===== src/rtl/param_cpu.sv =====
// Parametrised multicycle CPU: IDLE -> DECODE -> EXEC -> [MEM] -> WB, with an
// internal register file, data memory, zero/carry flags and a debug read port.
module param_cpu #(
    parameter int DATA_WIDTH  = 8,
    parameter int ADDR_BITS   = 5,
    parameter int REG_BITS    = 2,
    parameter int INSTR_WIDTH = 20
) (
    input  logic                   clk,
    input  logic                   rst,
    input  logic [INSTR_WIDTH-1:0] instruction,
    input  logic                   instr_valid,
    output logic                   instr_ready,
    output logic                   busy,
    output logic                   done,
    output logic                   flag_zero,
    output logic                   flag_carry,
    input  logic [REG_BITS-1:0]    dbg_sel,
    output logic [DATA_WIDTH-1:0]  dbg_data
);
    localparam int NREG  = 1 << REG_BITS;
    localparam int DEPTH = 1 << ADDR_BITS;

    typedef enum logic [2:0] {S_IDLE, S_DECODE, S_EXEC, S_MEM, S_WB} state_t;
    localparam logic [1:0] C_LI = 2'd0, C_ALU = 2'd1, C_LOAD = 2'd2, C_STORE = 2'd3;

    state_t                            state_q, state_d;
    logic [INSTR_WIDTH-1:0]            instr_q, instr_d;
    logic [DATA_WIDTH-1:0]             op_a_q, op_a_d, op_b_q, op_b_d, op_c_q, op_c_d;
    logic [DATA_WIDTH-1:0]             res_q, res_d;
    logic [ADDR_BITS-1:0]              addr_q, addr_d;
    logic                              carry_q, carry_d;
    logic                              flag_zero_q, flag_zero_d, flag_carry_q, flag_carry_d;
    logic                              ready_q, ready_d, busy_q, busy_d, done_q, done_d;
    logic [NREG-1:0][DATA_WIDTH-1:0]   regs_q, regs_d;
    logic [DEPTH-1:0][DATA_WIDTH-1:0]  mem_q, mem_d;

    logic [1:0]            cls;
    logic [REG_BITS-1:0]   x1, x2, x3;
    logic [7:0]            imm;
    logic [2:0]            func;
    logic                  unused_rsvd;

    assign cls         = instr_q[INSTR_WIDTH-1 -: 2];
    assign x1          = instr_q[INSTR_WIDTH-3 -: REG_BITS];
    assign x2          = instr_q[INSTR_WIDTH-3-REG_BITS -: REG_BITS];
    assign x3          = instr_q[INSTR_WIDTH-3-2*REG_BITS -: REG_BITS];
    assign imm         = instr_q[11:4];
    assign func        = instr_q[2:0];
    assign unused_rsvd = instr_q[3];

    logic [DATA_WIDTH:0]   sum_ext;
    logic [DATA_WIDTH-1:0] alu_res;
    logic                  alu_carry, lt;
    logic [ADDR_BITS-1:0]  eff_addr;

    always_comb begin
        sum_ext   = (DATA_WIDTH+1)'(op_a_q) + (DATA_WIDTH+1)'(op_b_q);
        lt        = op_a_q < op_b_q;
        alu_carry = 1'b0;
        alu_res   = '0;
        case (func)
            3'd0: begin alu_res = sum_ext[DATA_WIDTH-1:0]; alu_carry = sum_ext[DATA_WIDTH]; end
            3'd1: begin alu_res = op_a_q - op_b_q; alu_carry = lt; end
            3'd2: alu_res = op_a_q & op_b_q;
            3'd3: alu_res = op_a_q | op_b_q;
            3'd4: alu_res = op_a_q ^ op_b_q;
            3'd5: alu_res = {{(DATA_WIDTH-1){1'b0}}, lt};
            3'd6: alu_res = op_a_q << 1;
            default: alu_res = op_a_q >> 1;
        endcase
        // Modular add in ADDR_BITS is identical to a full-width add then truncate
        eff_addr = ADDR_BITS'(op_a_q) + ADDR_BITS'(imm);
    end

    always_comb begin
        state_d      = state_q;
        instr_d      = instr_q;
        op_a_d       = op_a_q;
        op_b_d       = op_b_q;
        op_c_d       = op_c_q;
        res_d        = res_q;
        addr_d       = addr_q;
        carry_d      = carry_q;
        flag_zero_d  = flag_zero_q;
        flag_carry_d = flag_carry_q;
        regs_d       = regs_q;
        mem_d        = mem_q;
        case (state_q)
            S_IDLE: begin
                if (instr_valid) begin
                    instr_d = instruction;
                    state_d = S_DECODE;
                end
            end
            S_DECODE: begin
                op_a_d  = regs_q[x2];
                op_b_d  = regs_q[x3];
                op_c_d  = regs_q[x1];
                state_d = S_EXEC;
            end
            S_EXEC: begin
                case (cls)
                    C_LI:  begin res_d = DATA_WIDTH'(imm); state_d = S_WB; end
                    C_ALU: begin res_d = alu_res; carry_d = alu_carry; state_d = S_WB; end
                    default: begin addr_d = eff_addr; state_d = S_MEM; end
                endcase
            end
            S_MEM: begin
                if (cls == C_STORE) mem_d[addr_q] = op_c_q;
                else                res_d = mem_q[addr_q];
                state_d = S_WB;
            end
            S_WB: begin
                if (cls != C_STORE) regs_d[x1] = res_q;
                if (cls == C_ALU) begin
                    flag_zero_d  = (res_q == '0);
                    flag_carry_d = carry_q;
                end
                state_d = S_IDLE;
            end
            default: state_d = S_IDLE;
        endcase
        ready_d = (state_d == S_IDLE);
        busy_d  = (state_d != S_IDLE);
        done_d  = (state_d == S_WB);
    end

    always_ff @(posedge clk) begin
        if (rst) begin
            state_q      <= S_IDLE;
            instr_q      <= '0;
            op_a_q       <= '0;
            op_b_q       <= '0;
            op_c_q       <= '0;
            res_q        <= '0;
            addr_q       <= '0;
            carry_q      <= 1'b0;
            flag_zero_q  <= 1'b0;
            flag_carry_q <= 1'b0;
            ready_q      <= 1'b1;
            busy_q       <= 1'b0;
            done_q       <= 1'b0;
            for (int i = 0; i < NREG; i++) regs_q[i] <= DATA_WIDTH'(i);
            mem_q        <= '0;
        end else begin
            state_q      <= state_d;
            instr_q      <= instr_d;
            op_a_q       <= op_a_d;
            op_b_q       <= op_b_d;
            op_c_q       <= op_c_d;
            res_q        <= res_d;
            addr_q       <= addr_d;
            carry_q      <= carry_d;
            flag_zero_q  <= flag_zero_d;
            flag_carry_q <= flag_carry_d;
            ready_q      <= ready_d;
            busy_q       <= busy_d;
            done_q       <= done_d;
            regs_q       <= regs_d;
            mem_q        <= mem_d;
        end
    end

    assign instr_ready = ready_q;
    assign busy        = busy_q;
    assign done        = done_q;
    assign flag_zero   = flag_zero_q;
    assign flag_carry  = flag_carry_q;
    assign dbg_data    = regs_q[dbg_sel];
endmodule


===== config.mk =====
export PLATFORM = sky130hd
export DESIGN_NAME = param_cpu
export DESIGN_NICKNAME = d
export VERILOG_FILES = /design/src/rtl/param_cpu.sv
export SDC_FILE = /design/constraint.sdc
export NUM_CORES = 1
export LEC_CHECK = 0
export CAP_MARGIN = 30
export CORE_UTILIZATION = 50
export CTS_BUF_LIST = sky130_fd_sc_hd__clkbuf_8
export DETAILED_ROUTE_END_ITERATION = 10
export GPL_TIMING_DRIVEN = 0
export HOLD_SLACK_MARGIN = 0.06
export MAX_ROUTING_LAYER = met4
export PLACE_DENSITY = 0.69
export SLEW_MARGIN = 20
export SYNTH_ARGS = -nofsm -noshare
export SYNTH_HDL_FRONTEND = slang
export SYNTH_SLANG_ARGS = --single-unit
export TNS_END_PERCENT = 1

===== constraint.sdc =====
create_clock -name clk -period 2.8 [get_ports clk]
set_input_delay 0.42 -clock clk [delete_from_list [all_inputs] [get_ports clk]]
set_output_delay 0.42 -clock clk [all_outputs]
set_load 0.005 [all_outputs]

==> impl_metrics.tcl, run 1 <==
set metrics [dict create \
    row_count 67 \
    routed-wl-met2_microns 29580 \
    hold_path.class "in -> reg" \
    setup_viol 1 \
    vdd_drop_max_mv 0.3832 \
    grt_max_degree 16 \
    syn_area_per_cell_sq_um 9.055 \
    insertion_delay_ns 0.68 \
    die-height_microns 187.6 \
    slew_violations 0 \
    clockBufferDepth 3 \
    cts_tree "built" \
    grt_pass1_vias 14800 \
    synth_top_area_share_pct 41.01 \
    startpoint_type "register" \
    wl_per_cell_microns 25.87 \
    dp_hpwl_microns 46250 \
    cpMostUsedCell "buf_2" \
    ios 38 \
    max_stage_delay_ns 0.49 \
    cp-end-kind "register" \
    setup_tns_ns -0.1014 \
    synth-edff-count 0 \
    fin_crit_sh_pct 103.6 \
    clock-sinks 353 \
    cts-root-buf "clkbuf_8" \
    slew_headroom_pct 25.37 \
    drc 0 \
    gp_congestion 1.027 \
    async_reset_ff_share_pct 0 \
    drv_cap 0 \
    netlist_instances 1903 \
    fin_util_pct 57.82 \
    grt.total_usage_pct 37.48 \
    synth_ff_type "dfxtp_1" \
    path_max_fanout 10 \
    fmax_mhz 344.7 \
    failed_checks "setup timing" \
    synth.net_count 1959 \
    first_pass_iters 6 \
    syn-cell-area_sq_um 17230 \
    cts.clk_slew.worst_paths_ns 0.06 \
    fin_area_sq_um 19480 \
    drt_iter0_markers 1709 \
    place_area_sq_um 18170 \
    fillers 3084 \
    synthTopCellsByArea "dfxtp_1 41%, mux4_2 12%, mux2i_1 9.8%" \
    dr_wl_met3_microns 5580 \
    wl_microns 64700 \
    holdBufCountCts 0 \
    whs_ns 0.3169 \
    power_leakage_nw 6.951 \
    setup_ws_ns -0.1014 \
    cts_buffers 59 \
    top_layer "met4" \
    period_needed_ns 2.901 \
    io_buffer_count 33 \
    rsz0062_at_grt "yes" \
    drtAntennaViolNets 0 \
    yosys_warnings 0 \
    antenna_found_initial 2 \
    crit_required_ns 3.31 \
    arrival_ns 3.41 \
    power.total_mw 10.38 \
    grt.overflow.total 0 \
    ys_seq_elements 353 \
    worst-setup-path-type "reg -> reg" \
    vias_per_cell 6.232 \
    critical-path-slowest-cell "buf_2" \
    tightest_slew_ns 1.119 \
    ys_types 66 \
    num_vias 15590 \
    cellPowerDensity_nw_per_um2 532.8 \
    die_w_microns 187.6 \
    core_sq_um 33700 \
    finalHoldViolations 0 \
    area_growth_pct 13.07 \
    initial_core_util_pct 51.13 \
    multi_input_area_sq_um 9358 \
    htree_levels 2 \
    grt_pass1_wl_microns 94170 \
    seq_area_sq_um 7069 \
    die-area_sq_um 35210 \
    synth_largest_area_cell "dfxtp_1" \
    outcome "finished, violations left" \
    wl_met1_microns 25130 \
    worstPathCellList "buf_2, buf_2, buf_2, mux4_2, a22oi_1, o211ai_1, o211ai_1, a21oi_1" \
    synth_top_cells_by_count "353 x dfxtp_1, 288 x nand2_1, 229 x a21oi_1" \
    fin_skew_ns 0.03862 \
    fin_nets 2060 \
    yosysSeqAreaShare_pct 41.01 \
    drive_above_1_share_pct 11.95 \
    synth.most_common_cell "dfxtp_1" \
]
[final timing paths]
check,to,startpoint,depth (start not counted),slack (ns)
setup / recovery,res_q[5],addr_q[1],8,-0.10
setup reg to reg,res_q[5],addr_q[1],8,-0.10
hold / removal,instr_q[19],instruction[19],3,0.32
hold reg to reg,mem_q[134],mem_q[134],2,0.45
[cells by family (layout without fill, tap and decap cells)]
group | after synthesis | after routing | synth area share, %
mux | 266 | 266 | 22.04
buf+inv | 205 | 353 | 4.821
xor+xnor | 9 | 9 | 0.4575
flops | 353 | 353 | 41.01
simple gates | 667 | 667 | 17.33
compound gates | 372 | 372 | 11.97
other cells | 0 | 2 | 0
fa+ha+maj | 31 | 31 | 2.382
[through the flow]
step	instances	worst slack, ns
after floorplan	1903	0.6326
after global placement	2384	-0.2788
after detailed placement	2388	-0.2339
after CTS	2496	-0.1484
after global routing	2501	-0.09654
final	2501	-0.1014
[per-layer routing]
layer	global-route usage (%)	vias to the layer above
met4	23.64	0
met3	7.168	243
met1	44.68	7608
met2	58.30	824
met5	-	-
li1	-	6912
[where the power goes]
part | internal [mW] | switching, mW | leakage, nW | total, mW
combinational | 0.157 | 0.338 | 3.37 | 0.496
sequential | 5.06 | 0.0379 | 2.85 | 5.09
clock | 2.61 | 2.19 | 0.729 | 4.79
total | 7.82 | 2.56 | 6.95 | 10.4
[cell usage in the layout, fill, tap and decap left out, types with 7 or more instances in the layout]
cell / count
a211oi_1: 8
a21oi_1: 229
a22oi_1: 9
a31oi_1: 7
buf_1: 13
buf_2: 23
buf_4: 9
clkbuf_1: 123
clkbuf_8: 76
clkdlybuf4s50_1: 33
dfxtp_1: 351
ha_1: 28
inv_1: 58
mux2_2: 7
mux2i_1: 168
mux4_2: 90
nand2_1: 288
nand2b_1: 12
nand3_1: 105
nor2_1: 173
nor2b_1: 17
nor3_1: 15
nor3b_1: 8
o211ai_1: 9
o21ai_0: 73
[final cells by class]
cell class | instances | area share (%)
multi-input cells | 1345 | 48.03
flip-flops and latches | 353 | 36.28
plain buffers | 170 | 3.660
diodes | 2 | 0.02569
inverters | 35 | 0.6743
repair buffers | 40 | 2.100
well taps | 448 | 2.877
clock inverters | 32 | 0.9825
clock buffers | 76 | 5.369
[repair_timing]
action | 4_1_cts | 5_1_grt
endpoints found under the setup margin | 44 | 53
pin swaps | 0 | 1
setup buffers | 0 | 2
resized for setup | 6 | 10
[registers in the layout, summed over array words and instances, names as in the netlist, 3 cells and up]
name and cells:
addr_q 5, instr_q 19, mem_q 256, op_a_q 8
op_b_q 8, op_c_q 8, regs_q 32, res_q 8
state_q 3
[worst max-delay path: cells and delay by family (launching register included)]
family	cells	cell delay, ns
muxes	1	0.37
AOI/OAI and AO/OA	4	0.87
buffers and inverters	3	1.19
DFF	1	0.32
Power figures use the tool's default switching activity.
==> inputs of run 2 (changes only) <==
--- a/config.mk
+++ b/config.mk
@@ -6,13 +6,14 @@
 export NUM_CORES = 1
 export LEC_CHECK = 0
 export CAP_MARGIN = 30
-export CORE_UTILIZATION = 50
+export CORE_UTILIZATION = 55
 export CTS_BUF_LIST = sky130_fd_sc_hd__clkbuf_8
 export DETAILED_ROUTE_END_ITERATION = 10
 export GPL_TIMING_DRIVEN = 0
 export HOLD_SLACK_MARGIN = 0.06
 export MAX_ROUTING_LAYER = met4
-export PLACE_DENSITY = 0.69
+export PLACE_DENSITY = 0.75
+export RECOVER_POWER = 50
 export SLEW_MARGIN = 20
 export SYNTH_ARGS = -nofsm -noshare
 export SYNTH_HDL_FRONTEND = slang
==> impl_metrics.tcl, run 2 (synthesis gave the netlist of run 1 again) <==
set metrics [dict create \
    grt.total_usage_pct 42.34 \
    fmax_mhz 358.5 \
    finalHoldViolations 0 \
    largest_register_ffs 256 \
    drt_iter0_markers 2144 \
    place_ws_ns -0.1638 \
    cts_tree "built" \
    tightest_slew_ns 1.144 \
    dp_hpwl_microns 46140 \
    vias_per_cell 6.490 \
    clock-sinks 353 \
    vdd_drop_max_mv 0.5079 \
    critical-path-slowest-cell "mux4_2" \
    rsz0062_at_grt "yes" \
    cp-end-kind "register" \
    hold_path.class "in -> reg" \
    fin_area_sq_um 19320 \
    crit_required_ns 3.28 \
    cts-root-buf "clkbuf_8" \
    die-height_microns 179 \
    worst-setup-path-type "reg -> reg" \
    die_w_microns 179 \
    fin_skew_ns 0.03362 \
    reg_top3 "mem_q (256), regs_q (32), instr_q (19)" \
    wl_per_cell_microns 26.60 \
    power_leakage_nw 6.862 \
    regMostFlops "mem_q" \
    arrival_ns 3.27 \
    grt_pass1_wl_microns 94760 \
    fillers 2652 \
    fin_nets 2060 \
    core_sq_um 30670 \
    cts_buffers 57 \
    final_cell_mix "352 x dfxtp_1, 288 x nand2_1, 229 x a21oi_1" \
    setup_ws_ns 0.01034 \
    path_max_fanout 10 \
    initial_core_util_pct 56.18 \
    slew_headroom_pct 23.74 \
    placedCellCount 2335 \
    drc 0 \
    power.total_mw 10.06 \
    fin_util_pct 63.01 \
    startpoint_type "register" \
    drv_cap 0 \
    cp_top_family "compound AO/OA/AOI/OAI gates" \
    area_growth_pct 12.14 \
    cts.clk_slew.worst_paths_ns 0.06 \
    worstPathCellList "clkbuf_2, buf_4, buf_6, mux4_2, a22oi_1, o211ai_1, o211ai_1, a21oi_1" \
    final_cells 2442 \
    first_pass_iters 8 \
    grt_pass1_vias 15070 \
    period_needed_ns 2.790 \
    critPathBufInv 3 \
    drive_above_1_share_pct 11.68 \
    wl_microns 64950 \
    grt.overflow.total 0 \
    holdBufCountCts 0 \
    gp_congestion 1.027 \
    insertion_delay_ns 0.64 \
    htree_levels 2 \
    n_antenna_cell 0 \
    die-area_sq_um 32040 \
    cellPowerDensity_nw_per_um2 520.5 \
    final_common_cell "dfxtp_1" \
    outcome "finished clean" \
    row_count 64 \
    clockBufferDepth 3 \
    fin_crit_sh_pct 99.63 \
    grt_max_degree 16 \
    setup_viol 0 \
    antenna_found_initial 0 \
    slew_violations 0 \
    cpMostUsedCell "o211ai_1" \
    max_stage_delay_ns 0.57 \
    ios 38 \
    num_vias 15850 \
    drtAntennaViolNets 0 \
    place_area_sq_um 18100 \
    io_buffer_count 33 \
]
-- run 2: cell types whose count changed in the layout (fill, tap and decap cells not counted), moves of 3 or more --
cell / delta
clkbuf_2: +7
clkbuf_1: +4
buf_6: +3
dlygate4sd3_1: +5
buf_2: -14
clkinvlp_4: +3
clkbuf_8: -3
inv_1: -6
clkdlybuf4s50_1: -5
-- run 2: final timing paths --
kind,end,slack [ns],depth (start not counted),startpoint
worst max-delay path,res_q[5],0.01,8,addr_q[0]
worst min-delay path,instr_q[15],0.35,3,instruction[15]
worst max register to register,res_q[5],0.01,8,addr_q[0]
worst min register to register,mem_q[14],0.45,2,mem_q[14]
-- run 2: cell type report --
class                      instances  area, sq um  share of cell area, %
inverter                          35        131.4                 0.6799
multi-input combinational       1345         9333                  48.30
sequential                       353         7068                  36.58
timing repair buffer              42        427.9                  2.214
buffer                           170        726.9                  3.762
clock inverter                    28        136.4                 0.7058
clock buffer                      73         1005                  5.199
tap                              396        495.5                  2.564
-- run 2: per-stage QoR --
stage | hold slack, ns | setup TNS [ns]
final | 0.3452 | 0
after global routing | 0.3528 | -0.4138
after CTS | 0.3303 | 0
after detailed placement | 0.4466 | -0.8876
after global placement | 0.4401 | -1.667
after floorplan | 0.4318 | 0
-- run 2: repair_timing --
action                     4_1_cts  5_1_grt
setup endpoints to repair       26       17
setup buffers                    3        0
cloned                           0        0
gates resized for setup          8       12
pin swaps                        1        0
-- run 2: worst reg2reg max path, stage by stage (launching register included) --
cell	delay [ns]
dfxtp_1	0.31
clkbuf_2	0.19
buf_4	0.34
buf_6	0.32
mux4_2	0.58
a22oi_1	0.39
o211ai_1	0.26
o211ai_1	0.18
a21oi_1	0.09
-- run 2: power breakdown --
part	internal, mW	switching (mW)	total, mW
Sequential	5.05	0.0395	5.09
Clock	2.33	2.13	4.46
Combinational	0.156	0.344	0.500
-- run 2: per-layer routing --
metal | routed length [microns] | up-vias | track usage (%)
li1 | - | 6912 | -
met1 | 23990 | 7571 | 50.76
met2 | 29580 | 1090 | 65.32
met3 | 7055 | 276 | 9.054
met4 | 4326 | 0 | 25.46
met5 | 0 | - | -
==> inputs of run 3 (changes only) <==
--- a/config.mk
+++ b/config.mk
@@ -10,7 +10,6 @@
 export CTS_BUF_LIST = sky130_fd_sc_hd__clkbuf_8
 export DETAILED_ROUTE_END_ITERATION = 10
 export GPL_TIMING_DRIVEN = 0
-export HOLD_SLACK_MARGIN = 0.06
 export MAX_ROUTING_LAYER = met4
 export PLACE_DENSITY = 0.75
 export RECOVER_POWER = 50
==> results of run 3 <==
No change in the layout: final DEF, timing and power equal those of run 2.
==> edit (settings of run 1) <==
Re-encode `state_t` (5 states) as one-hot, 5 bits wide.
--- a/src/rtl/param_cpu.sv
+++ b/src/rtl/param_cpu.sv
@@ -21,7 +21,7 @@
     localparam int NREG  = 1 << REG_BITS;
     localparam int DEPTH = 1 << ADDR_BITS;
 
-    typedef enum logic [2:0] {S_IDLE, S_DECODE, S_EXEC, S_MEM, S_WB} state_t;
+    typedef enum logic [4:0] {S_IDLE = 5'b00001, S_DECODE = 5'b00010, S_EXEC = 5'b00100, S_MEM = 5'b01000, S_WB = 5'b10000} state_t;
     localparam logic [1:0] C_LI = 2'd0, C_ALU = 2'd1, C_LOAD = 2'd2, C_STORE = 2'd3;
 
     state_t                            state_q, state_d;
Formal check against the unedited RTL: no difference found for any inputs over 4 cycles, from zero or initial values and one cycle with rst high; so few cycles prove little.
==> edit against run 1 <==
Power fell by 0.10%; setup slack improved by 46 ps; the flow still finishes with violations (negative setup slack); die area increased by 0.81%; core utilization increased by 0.16 points; synthesized area grew 0.81%; routed wire length fell by 1.3%; sequential cell count up 2; final area rose by 0.77%; clock power rose by 2%.
==> edit: results (changes against run 1) <==
[power_and_ir_drop]
vdd_drop_max_v = 0.000405  ; was 0.000383 V
p_leak_uw = 0.00632  ; was 0.00695 uW

[global_route]
grt_max_degree = 17  ; was 16
grt_first_pass_wirelength_microns = 96800  ; was 94,200 microns
first_global_vias = 15800  ; was 14,800
grt.total_usage_pct = 37.2  ; was 37.5%
antenna_found_initial = 4  ; was 2

[drt]
wire_per_inst_microns = 24.2  ; was 25.9 microns
drt_iter0_drc = 1937  ; was 1,709
vias = 16700  ; was 15,600
dr.pass1.iters = 6  ; unchanged

[sta]
worst_pin_slew_ps = 966  ; was 1120 ps
finalMaxSlewViolations = 0  ; unchanged
clock_skew_ps = 32.4  ; was 38.6 ps
final.setup.tns_ps = -357  ; was -101 ps
final-setup-viol-count = 9  ; was 1
fin_ws_ps = -55.4  ; was -101 ps

[synthesis]
synth.area.mux_share_pct = 15.0  ; was 22.0%
yosysWarnings = 0  ; unchanged
synthArstFlopShare_pct = 0  ; unchanged
yosysSeqAreaShare_pct = 40.9  ; was 41.0%
synth-compound-area-share_pct = 20.9  ; was 12.0%
synth_cell_types = 67  ; was 66
synth_common_cells = nand2_1, dfxtp_1, a21oi_1, o21ai_0, clkbuf_1  ; was dfxtp_1, nand2_1, a21oi_1, nor2_1, mux2i_1
synth_area_leaders = dfxtp_1, mux4_2, a21oi_1  ; was dfxtp_1, mux4_2, mux2i_1
syn_nets = 2108  ; was 1,959
ys.flop_type = dfxtp_1  ; unchanged
synthXorXnorAreaFrac_pct = 0.555  ; was 0.457%
synth_fa_ha_area_share_pct = 2.36  ; was 2.38%

[placement]
postPlaceCellArea_sq_mm = 0.0183  ; was 0.0182 sq mm
hpwl_microns = 45000  ; was 46,200 microns
portBuffers = 33  ; unchanged
gp_congestion = 1.03  ; about the same

[critical_path]
critPathTopFamily = simple AND/OR/NAND/NOR gates  ; was buffers and inverters
arrival_ps = 3430  ; was 3410 ps
max_stage_delay_ps = 630  ; was 490 ps
cp_slowest_cell = nor2_1  ; was buf_2
worstPathMaxFanout = 10  ; unchanged

[cts]
clockRootBuffer = clkbuf_8  ; unchanged
clk_pin_slew_ps = 70
h-tree-depth = 2  ; unchanged
cts-buffers-inserted = 58  ; was 59
clock_latency_ps = 670
clk_path_buf_depth = 3  ; unchanged
cts_setup_buffers = 0  ; unchanged

[run_status]
violations = negative setup slack  ; unchanged
status = finished with violations  ; unchanged

[hold_path]
min_path_type = in2reg  ; unchanged

[cells_and_area]
fin_nets = 2203  ; was 2,060
largestRegisters = mem_q x256, regs_q x32, instr_q x19  ; unchanged
drive_gt1_share_pct = 12.0  ; was 11.9%

==> edit: through the flow <==
step	setup slack, ps	util [%]	total power [uW]	hold slack (ps)	std cells
floorplan	250	-	5440	437	2052
global placement	-485	53.9	5600	451	2533
detailed placement	-519	53.9	5600	462	2535
CTS	-8.69	57.8	10400	278	2640
global route	-108	58.0	10700	315	2644
finish	-55.4	58.0	10400	310	2644
==> edit: path summary, 6_finish.rpt <==
check	slack, ps	from	cells past startpoint	to
min	310	instruction[14]	3	instr_q[14]
max reg2reg	-60	addr_q[4]	6	mem_q[142]
max	-60	addr_q[4]	6	mem_q[142]
min reg2reg	470	mem_q[244]	2	mem_q[244]
==> edit: worst min-delay path: stages <==
cell             delay (ps)
clkdlybuf4s50_1         400
nand2_1                  60
a21oi_1                  50
==> edit: area by class of cell <==
cell class | count | area (sq um)
inverter | 35 | 131
antenna | 4 | 10.0
clock buffer | 75 | 1030
multi-input combinational | 1468 | 9390
tap | 448 | 561
timing repair buffer | 35 | 339
fill | 3160 | 14200
sequential | 355 | 7120
buffer | 194 | 838
clock inverter | 30 | 220
==> edit: layer usage <==
metal	track usage, %	wire (microns)	part of all wire (%)	vias up
met4	15.3	2740	4.3	0
li1	-	-	-	7427
met1	49.1	26000	41	8152
met5	-	0	0	-
met3	8.66	6910	11	183
met2	54.9	28200	44	939
==> edit: power breakdown <==
group	leakage, uW	switching [uW]	total, uW	internal [uW]
logic	0.00274	273	401	128
clock network	0.000717	2200	4880	2680
registers	0.00286	21.3	5090	5070
total	0.00632	2490	10400	7880
==> edit: what timing repair did <==
item | in CTS | in global routing
gates cloned | 0 | 0
setup endpoints to repair | 8 | 84
resized for setup | 17 | 19
